$ cat config.mk
export PLATFORM = sky130hd
export DESIGN_NAME = sseg_scan_decoder_flat
export DESIGN_NICKNAME = d
export VERILOG_FILES = /design/src/rtl/sseg_scan_decoder_pkg.sv /design/src/rtl/sseg_scan_decoder_if.sv /design/src/rtl/sseg_scan_decoder_char_decode.sv /design/src/rtl/sseg_scan_decoder.sv /design/src/flat_wrapper.sv
export SDC_FILE = /design/constraint.sdc
export NUM_CORES = 1
export LEC_CHECK = 0
export ABC_AREA = 1
export BUFFER_PORTS_ARGS = -buffer_cell sky130_fd_sc_hd__buf_2
export CORE_MARGIN = 5
export CORE_UTILIZATION = 57
export DETAILED_ROUTE_END_ITERATION = 12
export GPL_TIMING_DRIVEN = 0
export PLACE_DENSITY = 0.79
export REMOVE_ABC_BUFFERS = 1
export SYNTH_ARGS = -nofsm -noshare
export SYNTH_HDL_FRONTEND = slang
export SYNTH_HIERARCHICAL = 1
export SYNTH_SLANG_ARGS = --single-unit
$ cat constraint.sdc
create_clock -name clk -period 2.55 [get_ports clk]
set_input_delay 0.255 -clock clk [delete_from_list [all_inputs] [get_ports clk]]
set_output_delay 0.255 -clock clk [all_outputs]
set_load 0.05 [all_outputs]
$ cat src/rtl/sseg_scan_decoder_pkg.sv
// Shared scan-bus constants for the lamp/state display: glyphs, anode codes,
// frame FSM encoding and the state-to-lamp map.
package sseg_scan_decoder_pkg;

   localparam logic [6:0] SEG_S     = 7'b0010010;
   localparam logic [6:0] SEG_BLANK = 7'b1111111;
   localparam logic [6:0] SEG_DIG0  = 7'b1000000;
   localparam logic [6:0] SEG_DIG1  = 7'b1111001;
   localparam logic [6:0] SEG_DIG2  = 7'b0100100;
   localparam logic [6:0] SEG_DIG3  = 7'b0110000;
   localparam logic [6:0] SEG_DIG4  = 7'b0011001;
   localparam logic [6:0] SEG_DIG5  = 7'b0010010;

   localparam logic [3:0] AN_D0   = 4'b1110;
   localparam logic [3:0] AN_D1   = 4'b1101;
   localparam logic [3:0] AN_D2   = 4'b1011;
   localparam logic [3:0] AN_D3   = 4'b0111;
   localparam logic [3:0] AN_IDLE = 4'b1111;
   localparam logic [3:0] AN_XFER = 4'b0000;

   typedef enum logic [1:0] {HUNT, GOT0, GOT1, GOT2} frame_state_t;

   typedef enum logic [2:0] {
      CLS_D0, CLS_D1, CLS_D2, CLS_D3, CLS_IDLE, CLS_XFER, CLS_ILLEGAL
   } anode_cls_t;

   typedef struct packed {
      logic ah;
      logic ph;
      logic g;
   } lamps_t;

   function automatic anode_cls_t anode_class(input logic [3:0] an);
      case (an)
         AN_D0:   return CLS_D0;
         AN_D1:   return CLS_D1;
         AN_D2:   return CLS_D2;
         AN_D3:   return CLS_D3;
         AN_IDLE: return CLS_IDLE;
         AN_XFER: return CLS_XFER;
         default: return CLS_ILLEGAL;
      endcase
   endfunction

   function automatic lamps_t lamp_map(input logic [2:0] state_num);
      lamps_t l;
      case (state_num)
         3'd1:    l = 3'b100;
         3'd2:    l = 3'b110;
         3'd3:    l = 3'b001;
         3'd4:    l = 3'b101;
         3'd5:    l = 3'b111;
         default: l = 3'b000;
      endcase
      return l;
   endfunction

endpackage

$ cat src/rtl/sseg_scan_decoder_if.sv
// Scan bus input and decoded-state outputs of the scan decoder.
interface sseg_scan_decoder_if #(
   parameter int ERR_W = 8
);
   logic [10:0]      sseg_in;
   logic [2:0]       code;
   logic             code_valid;
   logic             code_upd;
   logic             lamp_ah;
   logic             lamp_ph;
   logic             lamp_g;
   logic             digit_err;
   logic [ERR_W-1:0] err_cnt;

   modport master (
      output sseg_in,
      input  code, code_valid, code_upd, lamp_ah, lamp_ph, lamp_g, digit_err, err_cnt
   );

   modport slave (
      input  sseg_in,
      output code, code_valid, code_upd, lamp_ah, lamp_ph, lamp_g, digit_err, err_cnt
   );
endinterface

$ cat src/rtl/sseg_scan_decoder_char_decode.sv
// Combinational glyph classifier for one active-low segment pattern.
module sseg_char_decode
   import sseg_scan_decoder_pkg::*;
(
   input  logic [6:0] seg,
   output logic       is_s,
   output logic       is_blank,
   output logic       num_valid,
   output logic [2:0] num
);

   always_comb begin
      is_s      = (seg == SEG_S);
      is_blank  = (seg == SEG_BLANK);
      num_valid = 1'b1;
      num       = 3'd0;
      case (seg)
         SEG_DIG0: num = 3'd0;
         SEG_DIG1: num = 3'd1;
         SEG_DIG2: num = 3'd2;
         SEG_DIG3: num = 3'd3;
         SEG_DIG4: num = 3'd4;
         SEG_DIG5: num = 3'd5;
         default:  num_valid = 1'b0;
      endcase
   end

endmodule

$ cat src/rtl/sseg_scan_decoder.sv
// Receives the multiplexed seven-segment scan bus, checks frame order and
// glyphs, debounces complete frames and recovers the state number and lamps.
module sseg_scan_decoder
   import sseg_scan_decoder_pkg::*;
#(
   parameter int STABLE_FRAMES = 2,
   parameter int TIMEOUT       = 16,
   parameter int ERR_W         = 8
) (
   input  logic                clk,
   input  logic                rst_n,
   sseg_scan_decoder_if.slave  bus
);

   localparam logic [3:0] STABLE_M = 4'(STABLE_FRAMES);
   localparam logic [7:0] TO_LAST  = 8'(TIMEOUT - 1);
   localparam logic [7:0] TO_MAX   = 8'(TIMEOUT);

   logic [10:0]      sample;
   frame_state_t     state;
   logic [2:0]       cand;
   logic [3:0]       match;
   logic [7:0]       idle_cnt;
   logic [2:0]       code;
   logic             code_valid;
   logic             code_upd;
   lamps_t           lamps;
   logic             digit_err;
   logic [ERR_W-1:0] err_cnt;

   logic             is_s, is_blank, num_valid;
   logic [2:0]       num;
   anode_cls_t       cls;
   logic             d0_s, expected, complete, proto_err, timeout_hit, publish;
   logic [2:0]       cand_nxt;
   logic [3:0]       match_nxt;

   // Input stage: every decision below works on this registered copy.
   always_ff @(posedge clk or negedge rst_n) begin
      if (!rst_n) sample <= '0;
      else        sample <= bus.sseg_in;
   end

   sseg_char_decode u_char (
      .seg       (sample[10:4]),
      .is_s      (is_s),
      .is_blank  (is_blank),
      .num_valid (num_valid),
      .num       (num)
   );

   always_comb begin
      cls  = anode_class(sample[3:0]);
      d0_s = (cls == CLS_D0) && is_s;
      case (state)
         GOT0:    expected = (cls == CLS_D1) && is_blank;
         GOT1:    expected = (cls == CLS_D2) && is_blank;
         GOT2:    expected = (cls == CLS_D3) && num_valid;
         default: expected = 1'b0;
      endcase
      complete    = (state == GOT2) && expected;
      proto_err   = (state != HUNT) && !expected && (cls != CLS_IDLE) && (cls != CLS_XFER);
      timeout_hit = (cls == CLS_IDLE) && (idle_cnt == TO_LAST);
      if (num == cand) begin
         cand_nxt  = cand;
         match_nxt = (match >= STABLE_M) ? STABLE_M : match + 4'd1;
      end else begin
         cand_nxt  = num;
         match_nxt = 4'd1;
      end
      publish = (match_nxt == STABLE_M) && (!code_valid || (code != cand_nxt));
   end

   // Frame stage: FSM, debounce, idle timeout and error counting.
   always_ff @(posedge clk or negedge rst_n) begin
      if (!rst_n) begin
         state      <= HUNT;
         cand       <= '0;
         match      <= '0;
         idle_cnt   <= '0;
         code       <= '0;
         code_valid <= 1'b0;
         code_upd   <= 1'b0;
         lamps      <= '0;
         digit_err  <= 1'b0;
         err_cnt    <= '0;
      end else begin
         code_upd  <= 1'b0;
         digit_err <= 1'b0;

         if (cls != CLS_IDLE)       idle_cnt <= '0;
         else if (idle_cnt != TO_MAX) idle_cnt <= idle_cnt + 8'd1;

         if (timeout_hit) begin
            state      <= HUNT;
            match      <= '0;
            code_valid <= 1'b0;
            lamps      <= '0;
            code_upd   <= code_valid;
         end else begin
            if (cls == CLS_XFER) begin
               state <= HUNT;
            end else if (proto_err) begin
               state     <= d0_s ? GOT0 : HUNT;
               digit_err <= 1'b1;
               if (err_cnt != {ERR_W{1'b1}}) err_cnt <= err_cnt + 1'b1;
            end else begin
               case (state)
                  HUNT: if (d0_s)     state <= GOT0;
                  GOT0: if (expected) state <= GOT1;
                  GOT1: if (expected) state <= GOT2;
                  GOT2: if (expected) state <= HUNT;
                  default:            state <= HUNT;
               endcase
            end

            if (complete) begin
               cand  <= cand_nxt;
               match <= match_nxt;
               if (publish) begin
                  code       <= cand_nxt;
                  code_valid <= 1'b1;
                  lamps      <= lamp_map(cand_nxt);
                  code_upd   <= 1'b1;
               end
            end
         end
      end
   end

   assign bus.code       = code;
   assign bus.code_valid = code_valid;
   assign bus.code_upd   = code_upd;
   assign bus.lamp_ah    = lamps.ah;
   assign bus.lamp_ph    = lamps.ph;
   assign bus.lamp_g     = lamps.g;
   assign bus.digit_err  = digit_err;
   assign bus.err_cnt    = err_cnt;

endmodule

$ cat src/flat_wrapper.sv
// flat-port wrapper written by rule: the top's interface ports become plain ports
module sseg_scan_decoder_flat import sseg_scan_decoder_pkg::*;
#(
   parameter int STABLE_FRAMES = 2,
   parameter int TIMEOUT       = 16,
   parameter int ERR_W         = 8
)
  (clk, rst_n, bus_sseg_in, bus_code, bus_code_valid, bus_code_upd, bus_lamp_ah, bus_lamp_ph, bus_lamp_g, bus_digit_err, bus_err_cnt);
  sseg_scan_decoder_if #(.ERR_W(ERR_W)) bus_i ();
  input  logic clk;
  input  logic rst_n;
  input wire logic [$bits(bus_i.sseg_in)-1:0] bus_sseg_in;
  output wire logic [$bits(bus_i.code)-1:0] bus_code;
  output wire logic [$bits(bus_i.code_valid)-1:0] bus_code_valid;
  output wire logic [$bits(bus_i.code_upd)-1:0] bus_code_upd;
  output wire logic [$bits(bus_i.lamp_ah)-1:0] bus_lamp_ah;
  output wire logic [$bits(bus_i.lamp_ph)-1:0] bus_lamp_ph;
  output wire logic [$bits(bus_i.lamp_g)-1:0] bus_lamp_g;
  output wire logic [$bits(bus_i.digit_err)-1:0] bus_digit_err;
  output wire logic [$bits(bus_i.err_cnt)-1:0] bus_err_cnt;
  assign bus_i.sseg_in = bus_sseg_in;
  assign bus_code = bus_i.code;
  assign bus_code_valid = bus_i.code_valid;
  assign bus_code_upd = bus_i.code_upd;
  assign bus_lamp_ah = bus_i.lamp_ah;
  assign bus_lamp_ph = bus_i.lamp_ph;
  assign bus_lamp_g = bus_i.lamp_g;
  assign bus_digit_err = bus_i.digit_err;
  assign bus_err_cnt = bus_i.err_cnt;
  sseg_scan_decoder #(.STABLE_FRAMES(STABLE_FRAMES), .TIMEOUT(TIMEOUT), .ERR_W(ERR_W)) u_core (.clk(clk), .rst_n(rst_n), .bus(bus_i));
endmodule
==> Word level (Yosys, flattened, before mapping) <==
Index checks and enable logic that the tools add are counted.
{ "word_totals": {"inputBits": 13, "word_cells": 115, "ff_bits": 45, "output_inout_bits": 17} }
{ "classes": {"eq_ne": 37, "n_bitwise": 2, "add_sub_neg": 3, "n_lt_le_gt_ge": 1, "mux": 33, "n_reduce_logical": 26} }
{ "op_table": {"columns": ["cell", "n"], "rows": [
  ["one-hot mux 3 bit (5 select lines)", 2],
  ["== test 7 bit, second input constant", 3],
  ["one-hot mux 3 bit (6 select lines)", 1],
  ["adder 8 x 1 -> 8 bit, second input constant", 2],
  ["== test 4 bit, second input constant", 4],
  ["two-way mux 4 bit", 4],
  ["two-way mux 8 bit", 2],
  ["inequality test 5 x 1 -> 1 bit, second input constant", 3],
  ["== test 7 x 5 -> 1 bit, second input constant", 2],
  ["== test 7 x 6 -> 1 bit, second input constant", 2],
  ["two-way mux 2 bit", 7],
  ["== test 3 x 2 -> 1 bit, second input constant", 4],
  ["== test 3 bit, second input constant", 4],
  ["two-way mux 3 bit", 4],
  ["two-way mux 1 bit", 11],
  ["logical AND 1 bit", 10],
  ["== test 8 x 4 -> 1 bit, second input constant", 1],
  ["inequality test 8 x 5 -> 1 bit, second input constant", 1],
  ["inequality test 8 bit, second input constant", 1],
  ["one-hot mux 2 bit (4 select lines)", 1],
  ["AND reduction 4 bit", 2],
  ["nonzero test 2 bit", 4],
  ["== test 3 x 1 -> 1 bit, second input constant", 2],
  ["inequality test 3 bit, second input constant", 2],
  ["19 further kinds", 23]
]} }

==> Longest topological paths before layout <==
Gate-level depths: netlist (run 1).
{ "logic_depth": {"word_depth": 12, "mapped_depth": 17, "depth_no_buf": 16} }

==> Cells and area by module <==
Netlist (run 1), hierarchy kept.
{ "modules_own_cells": {"columns": ["module", "seq_area_each_um2", "cells_each", "area_per_inst_um2", "instances"], "rows": [
  ["sseg_scan_decoder", 1126.1, 262, 2213.4, 1],
  ["sseg_char_decode", 0.0, 39, 168.9, 1]
]} }

==> Worst setup path before layout (run 1) <==
OpenSTA, ideal clock, no wires.
{ "synth_path": {"path_kind": "register to register", "from": "register u_core.sample[6]", "to": "register u_core.code_valid, in the netlist u_core/bus.code_valid", "n_path_buf": 0, "setup_time_ns": 0.072, "t_arrival_ns": 1.751, "slack_ns": 0.727, "stages_incl_launch_ff": 13, "t_required_ns": 2.478, "period_less_slack_ns": 1.823, "cell_sequence": "dfrtp_1 -> nor2_2 -> nand2_1 -> nor2_2 -> inv_1 -> nand3b_1 -> xnor2_1 -> nand3_1 -> nor2_2 -> nand3_2 -> nor2_4 -> nor2_1 -> nor2_1"} }
{ "synth_via": {"elab_chain_len": 9, "elab_cells_between_ends": 25, "classes_between": "10 x eq/ne; 5 x mux; 10 x reduce/logical"} }
{ "synth_lines": {"columns": ["element", "line_no", "text"], "rows": [
  ["from (decl)", "sseg_scan_decoder.sv:19", "logic [10:0] sample;"],
  ["from (signal assigned)", "sseg_scan_decoder.sv:41", "else sample <= bus.sseg_in;"],
  ["== test 7 x 5 -> 1 bit, or another cell as far along", "sseg_scan_decoder_char_decode.sv:17", "case (seg)"],
  ["one-hot mux 3 bit (5 select lines) *", "sseg_scan_decoder_char_decode.sv:17", null],
  ["via u_core.num[0]", "sseg_scan_decoder.sv:32", "logic [2:0] num;"],
  ["== test 3 bit", "sseg_scan_decoder.sv:64", "if (num == cand) begin"],
  ["two-way mux 3 bit", "sseg_scan_decoder.sv:64", null],
  ["inequality test 3 bit", "sseg_scan_decoder.sv:71", "publish = (match_nxt == STABLE_M) && (!code_valid || (code != cand_nxt));"],
  ["logical OR 1 bit", "sseg_scan_decoder.sv:71", null],
  ["logical AND 1 bit *", "sseg_scan_decoder.sv:71", null],
  ["nonzero test 2 bit (no source line) *", null, null],
  ["AND reduction 2 bit (no source line) *", null, null],
  ["to (signal assigned)", "sseg_scan_decoder.sv:82", "code_valid <= 1'b0;"],
  ["to (signal assigned)", "sseg_scan_decoder.sv:97", "code_valid <= 1'b0;"],
  ["to (signal assigned)", "sseg_scan_decoder.sv:122", "code_valid <= 1'b1;"],
  ["to (decl)", "sseg_scan_decoder.sv:25", "logic code_valid;"]
]} }
Mark *: on every way through the listed nets, which the timed path passes. The rest lies on a longest branch.
A chain may end at the register's enable or synchronous reset.

==> Worst setup path in the final report (run 1) <==
{ "layout_path": {"from": "register u_core.sample[7]", "to": "register u_core.code_valid, in the netlist u_core/bus.code_valid"} }
Same word-level chain as after synthesis.

==> results.toml, run 1 <==
[routing]
wire_per_inst_um = 11.4
drt_iter0_drc = 113
firstDrtPassIters = 4
ant_nets = 0
routed_wl_um = 4390
post_drt_via_cell_ratio = 5.04
drc = 0
vias = 1935

[floorplanning]
die_x_um = 74.7
io_pins = 30
die_area_um2 = 5570
die_h_um = 74.7
start_util_pct = 59.1
num_rows = 23
core-area_um2 = 4030

[cts]
htree_levels = 2
max-clock-path-buffers = 2
clockRootBuffer = "clkbuf_8"
insertion_delay_ns = 0.29
cts.sinks = 45
clk_pin_slew_ns = 0.08
cts_tree = "yes"
cts_made_buffers = 5
ctsResizeCount = 0
cts_setup_buffers = 0
postCtsHoldBufs = 0

[sta]
rsz0062_at_grt = "no"
fin_crit_ns = 2.15
setup_tns_ns = 0
drv_slew = 0
relSlewSlack_pct = 36.5
period_share_pct = 84.5
finalSetupViolCount = 0
fin_skew_ns = 0.00637
worst_pin_slew_ns = 0.953
hold_violations = 0
fmax_ghz = 0.464

[logic_synthesis]
synth.avg_cell_area_um2 = 7.91
synth_seq_cells = 45
synth_compound_area_share_pct = 5.99
post_synth_fa_ha_maj_area_fraction_pct = 4.73
synth_cells = 301
netlist_area_um2 = 2380
synth_xor_xnor_area_share_pct = 3.26
synth_cell_types = 28
synthSimpleGateAreaFrac_pct = 30.9
synth_warnings = 6
muxShareOfSynthArea_pct = 0
ys_seq_area_share_pct = 47.3
synth_top_family_by_area = "simple AND/OR/NAND/NOR gates"

[final_layout]
syn_to_final_growth_pct = 11.4
layout_commonest_cell = "nand2_1"
n_fill_cell = 353
final_cell_mix = "nand2_1 (75), dfrtp_1 (45), inv_1 (40)"
diodes = 0
drive_gt1_share_pct = 15.6
fin_nets = 356
fin_util_pct = 65.9

[worst_setup_path]
crit_fanout = 9
cp_slowest_cell = "dfrtp_1"
critPathBufInv = 1
worst_ep_required_time_ns = 2.77
critical_path.top_delay_family = "simple AND/OR/NAND/NOR gates"
path_common_cell = "nor2_1"
crit_path_start_kind = "flip-flop"
cp_slowest_stage_delay_ns = 0.41
crit_chain = "nand2_1, inv_1, nand2_1, nor2_1, nand3b_1, xnor2_1, nand3_1, nor2_2, nand3_2, nor2_4, nor2_1, nor2_1"
critical_path_class = "flip-flop to flip-flop"
cp-end-kind = "flip-flop"
arrival_ns = 2.38

[placed_design]
gp_congestion = 0.894
dp_hpwl_um = 3340
portBuffers = 29

[pwr]
p_sw_share_pct = 37.3
p_leak_nw = 1.40
p_int_mw = 1.18
combPwrFrac_pct = 31.8
powerDensity_nw_per_um2 = 709
p_sw_uw = 703
seq_power_share_pct = 45.5
p_clk_share_pct = 22.7
ir_drop_uv = 430

[grt]
gr-total-overflow = 0
track_usage_pct = 17.4
grt_pass1_vias = 1760
antenna_found_initial = 0
grt_pass1_wl_um = 7530
grt_max_degree = 46

[min_path]
hold_class = "input port to flip-flop"

[job]
maxCapViolations = 0

[status]
status = "finished clean"
[flip-flops by register name, indices dropped and copies added (netlist names)]
signal	cells
u_core/bus.code_valid	1
u_core/state	2
u_core/idle_cnt	8
u_core/sample	11
u_core/bus.lamp_ah	1
u_core/bus.digit_err	1
u_core/bus.lamp_ph	1
u_core/bus.err_cnt	8
u_core/match	4
u_core/cand	3
u_core/bus.code_upd	1
u_core/bus.lamp_g	1
u_core/bus.code	3
[power groups by stage]
stage | logic, mW | clock network, mW | registers, mW
5_1_grt | 0.668 | 0.479 | 0.864
3_5_place_dp | 0.608 | 0 | 0.873
6_report | 0.598 | 0.428 | 0.856
2_1_floorplan | 0.307 | 0 | 1.03
3_3_place_gp | 0.591 | 0 | 0.867
4_1_cts | 0.610 | 0.455 | 0.858
[final cells by class]
cell class / count / area, um2 / share of cell area [%]
Sequential cell: 45 / 1130 / 42.4
Multi-Input combinational cell: 209 / 1070 / 40.3
Timing Repair Buffer: 29 / 145 / 5.47
Clock buffer: 7 / 86.3 / 3.25
Tap cell: 50 / 62.6 / 2.36
Inverter: 44 / 165 / 6.22
[path summary, 6_finish.rpt]
kind,from,end,slack [ns],depth (start not counted)
setup reg to reg,u_core/sample[7],u_core/bus.code_valid,0.40,12
hold / removal,bus_sseg_in[3],u_core/sample[3],0.07,1
min in group asynchronous,rst_n,u_core/bus.lamp_ph,0.11,1
setup / recovery,u_core/sample[7],u_core/bus.code_valid,0.40,12
max in group asynchronous,rst_n,u_core/bus.err_cnt[1],1.85,1
hold reg to reg,u_core/bus.lamp_ah,u_core/bus.lamp_ah,0.47,2
[Yosys cell counts (all sizes together)]
cell	number	area, um2
nor3	6	40.0
nand3	26	140
o211ai	1	7.51
nand3b	1	7.51
nor4	4	25.0
o21ai	20	100
or3	1	6.26
nor3b	1	7.51
xnor2	7	68.8
a21oi	7	35.0
nand2	77	294
xor2	1	8.76
nand4	5	37.5
ha	9	113
dfrtp	45	1130
buf	3	21.3
inv	44	165
nor2	43	179
[logic make-up (layout without fill, tap and decap cells)]
logic type,Yosys count,count (layout)
fa+ha+maj,9,9
compound gates,28,28
xor+xnor,8,8
buf+inv,47,80
simple gates,164,164
flops,45,45
[metrics by stage]
| stage | total power [mW] | std cells | hold WS, ns | setup slack (ns) | cell area (um2) |
|---|---|---|---|---|---|
| after global placement | 1.46 | 377 | 0.362 | 0.514 | 2570 |
| after floorplan | 1.33 | 298 | -0.0406 | 0.722 | 2360 |
| final | 1.88 | 384 | 0.0713 | 0.396 | 2660 |
| after global routing | 2.01 | 384 | 0.0482 | 0.178 | 2660 |
| after detailed placement | 1.48 | 377 | 0.364 | 0.469 | 2570 |
| after CTS | 1.92 | 384 | 0.0590 | 0.397 | 2660 |
[metal layers]
layer	global-route usage (%)	share of wire [%]
met2	29.7	50
met5	0	0
met3	3.74	3.3
met4	5.34	1.2
met1	22.3	46
Note: power is estimated with default switching activity, not from simulation.
==> run 2, diff against run 1 <==
==> constraint.sdc (replaced) <==
create_clock -name clk -period 2 [get_ports clk]
set_input_delay 0.2 -clock clk [delete_from_list [all_inputs] [get_ports clk]]
set_output_delay 0.2 -clock clk [all_outputs]
set_load 0.05 [all_outputs]
==> run 2 against run 1 <==
  * Flip-flop and latch count unchanged
  * Non-clock buffer count grew 12
  * Worst setup slack got worse by 0.39 ns
  * First-iteration DRC count increased by 24%
  * Worst hold slack lost 0.057 ns
  * Register-to-register slack got worse by 0.39 ns
  * Clock power grew 30%
  * Count of clock-buffer cells in the layout unchanged
  * Critical path depth up 2
  * Combinational power is 37% higher
  * Sequential power increased by 27%
  * Critical path type unchanged
==> results.toml, run 2 (same netlist as run 1, synthesis figures left out) <==
[grt]
track_usage_pct = 18.1
grt_pass1_wl_um = 7780
antenna_found_initial = 0
grt_max_degree = 46
grt_pass1_vias = 1804
gr-total-overflow = 0

[final_layout]
regMostFlops = "u_core/sample"
drive_gt1_share_pct = 20.7
syn_to_final_growth_pct = 20.5
diodes = 0
design_area_um2 = 2870
layout_commonest_cell = "nand2_1"
fin_nets = 370
reg_top3 = "u_core/sample (11), u_core/bus.err_cnt (8), u_core/idle_cnt (8)"
largest_reg_flops = 11
final_cell_mix = "nand2_1 (72), dfrtp_1 (45), inv_1 (38)"

[floorplanning]
io_pins = 30
num_rows = 23
core-area_um2 = 4030
start_util_pct = 59.1
die_x_um = 74.7
die_h_um = 74.7
die_area_um2 = 5570

[routing]
post_drt_via_cell_ratio = 5.18
drc = 0
wire_per_inst_um = 12.8
firstDrtPassIters = 4
drt_iter0_drc = 140
ant_nets = 0
vias = 2063
routed_wl_um = 5090

[sta]
drv_slew = 0
fmax_ghz = 0.500
timing.hold.ws_ns = 0.0138
period_share_pct = 99.9
relSlewSlack_pct = 36.1
hold_violations = 0
finalSetupViolCount = 0
rsz0062_at_grt = "yes"
setup_tns_ns = 0
fin_skew_ns = 0.00762
setup_ws_ns = 0.00177
fin_crit_ns = 2.00
worst_pin_slew_ns = 0.959

[worst_setup_path]
rr_worst_depth = 14
r2r_slack_ns = 0.002
timing.rr.end = "u_core/bus.code_valid"
cp-end-kind = "flip-flop"
crit_start = "u_core/sample[5]"
crit_fanout = 5
reg2reg_from = "u_core/sample[5]"
crit_path_end = "u_core/bus.code_valid"
crit_path_start_kind = "flip-flop"
critical_path_class = "flip-flop to flip-flop"
worst_ep_required_time_ns = 2.23
arrival_ns = 2.23

[placed_design]
pre_cts_slack_ns = -0.0809
place_area_um2 = 2570
dp_hpwl_um = 3340
gp_congestion = 0.894
portBuffers = 29

[cts]
clockRootBuffer = "clkbuf_8"
cts_made_buffers = 5
htree_levels = 2
cts.sinks = 45
clk_pin_slew_ns = 0.08
insertion_delay_ns = 0.29
max-clock-path-buffers = 2
cts_tree = "yes"

[pwr]
p_leak_nw = 1.48
p_total_mw = 2.47
ir_drop_uv = 570
powerDensity_nw_per_um2 = 861

[min_path]
hold_class = "input port to flip-flop"

[status]
status = "finished clean"

[job]
maxCapViolations = 0
[run 2: area by class of cell]
class / count / area [um2]
Tap cell: 50 / 62.6
Clock buffer: 7 / 86.3
Multi-Input combinational cell: 211 / 1160
Fill cell: 330 / 1160
Timing Repair Buffer: 41 / 264
Sequential cell: 45 / 1130
Inverter: 44 / 168
[run 2: layer usage]
| metal | share of wire (%) | GRT usage (%) |
|---|---|---|
| met1 | 43 | 22.8 |
| met5 | 0 | 0 |
| met2 | 52 | 31.1 |
| met3 | 4.3 | 3.87 |
| met4 | 0.75 | 6.13 |
[run 2: how the worst min path moves through the flow]
stage | end | startpoint | cells past startpoint | slack (ns)
floorplan | u_core/bus.code[0] | rst_n | 0 | -0.1
global placement | u_core/sample[4] | bus_sseg_in[4] | 1 | 0.31
detailed placement | u_core/sample[7] | bus_sseg_in[7] | 1 | 0.31
CTS | u_core/sample[8] | bus_sseg_in[8] | 1 | 0.004
global route | u_core/sample[4] | bus_sseg_in[4] | 1 | 0.003
finish | u_core/sample[2] | bus_sseg_in[2] | 1 | 0.01
[run 2: through the flow]
step,cells,util (%)
CTS,388,67.7
global route,398,71.2
finish,398,71.2
global placement,377,63.8
floorplan,298,-
detailed placement,377,63.8
[run 2: what timing repair did]
item / CTS / global route
pin swaps: 5 / 6
gates cloned: 1 / 1
endpoints found under the setup margin: 7 / 19
hold endpoints to repair: 0 / 5
hold buffers: 0 / 5
setup buffers: 3 / 4
gates resized for setup: 9 / 10
[run 2: where the power goes]
| group | switching [mW] | internal [mW] |
|---|---|---|
| registers | 0.0906 | 1.00 |
| clock network | 0.283 | 0.274 |
| logic | 0.575 | 0.246 |
| total | 0.949 | 1.52 |
[run 2: worst max-delay path: stages (launching register included)]
cell	delay (ns)
dfrtp_1	0.39
nor2_1	0.16
nand2_1	0.10
nor2_2	0.10
inv_1	0.05
nand3b_1	0.09
buf_6	0.12
inv_2	0.05
o211ai_1	0.15
nor2_1	0.08
nor2_2	0.15
nand3_4	0.14
nor2_4	0.18
nor2_1	0.08
nor2_1	0.09
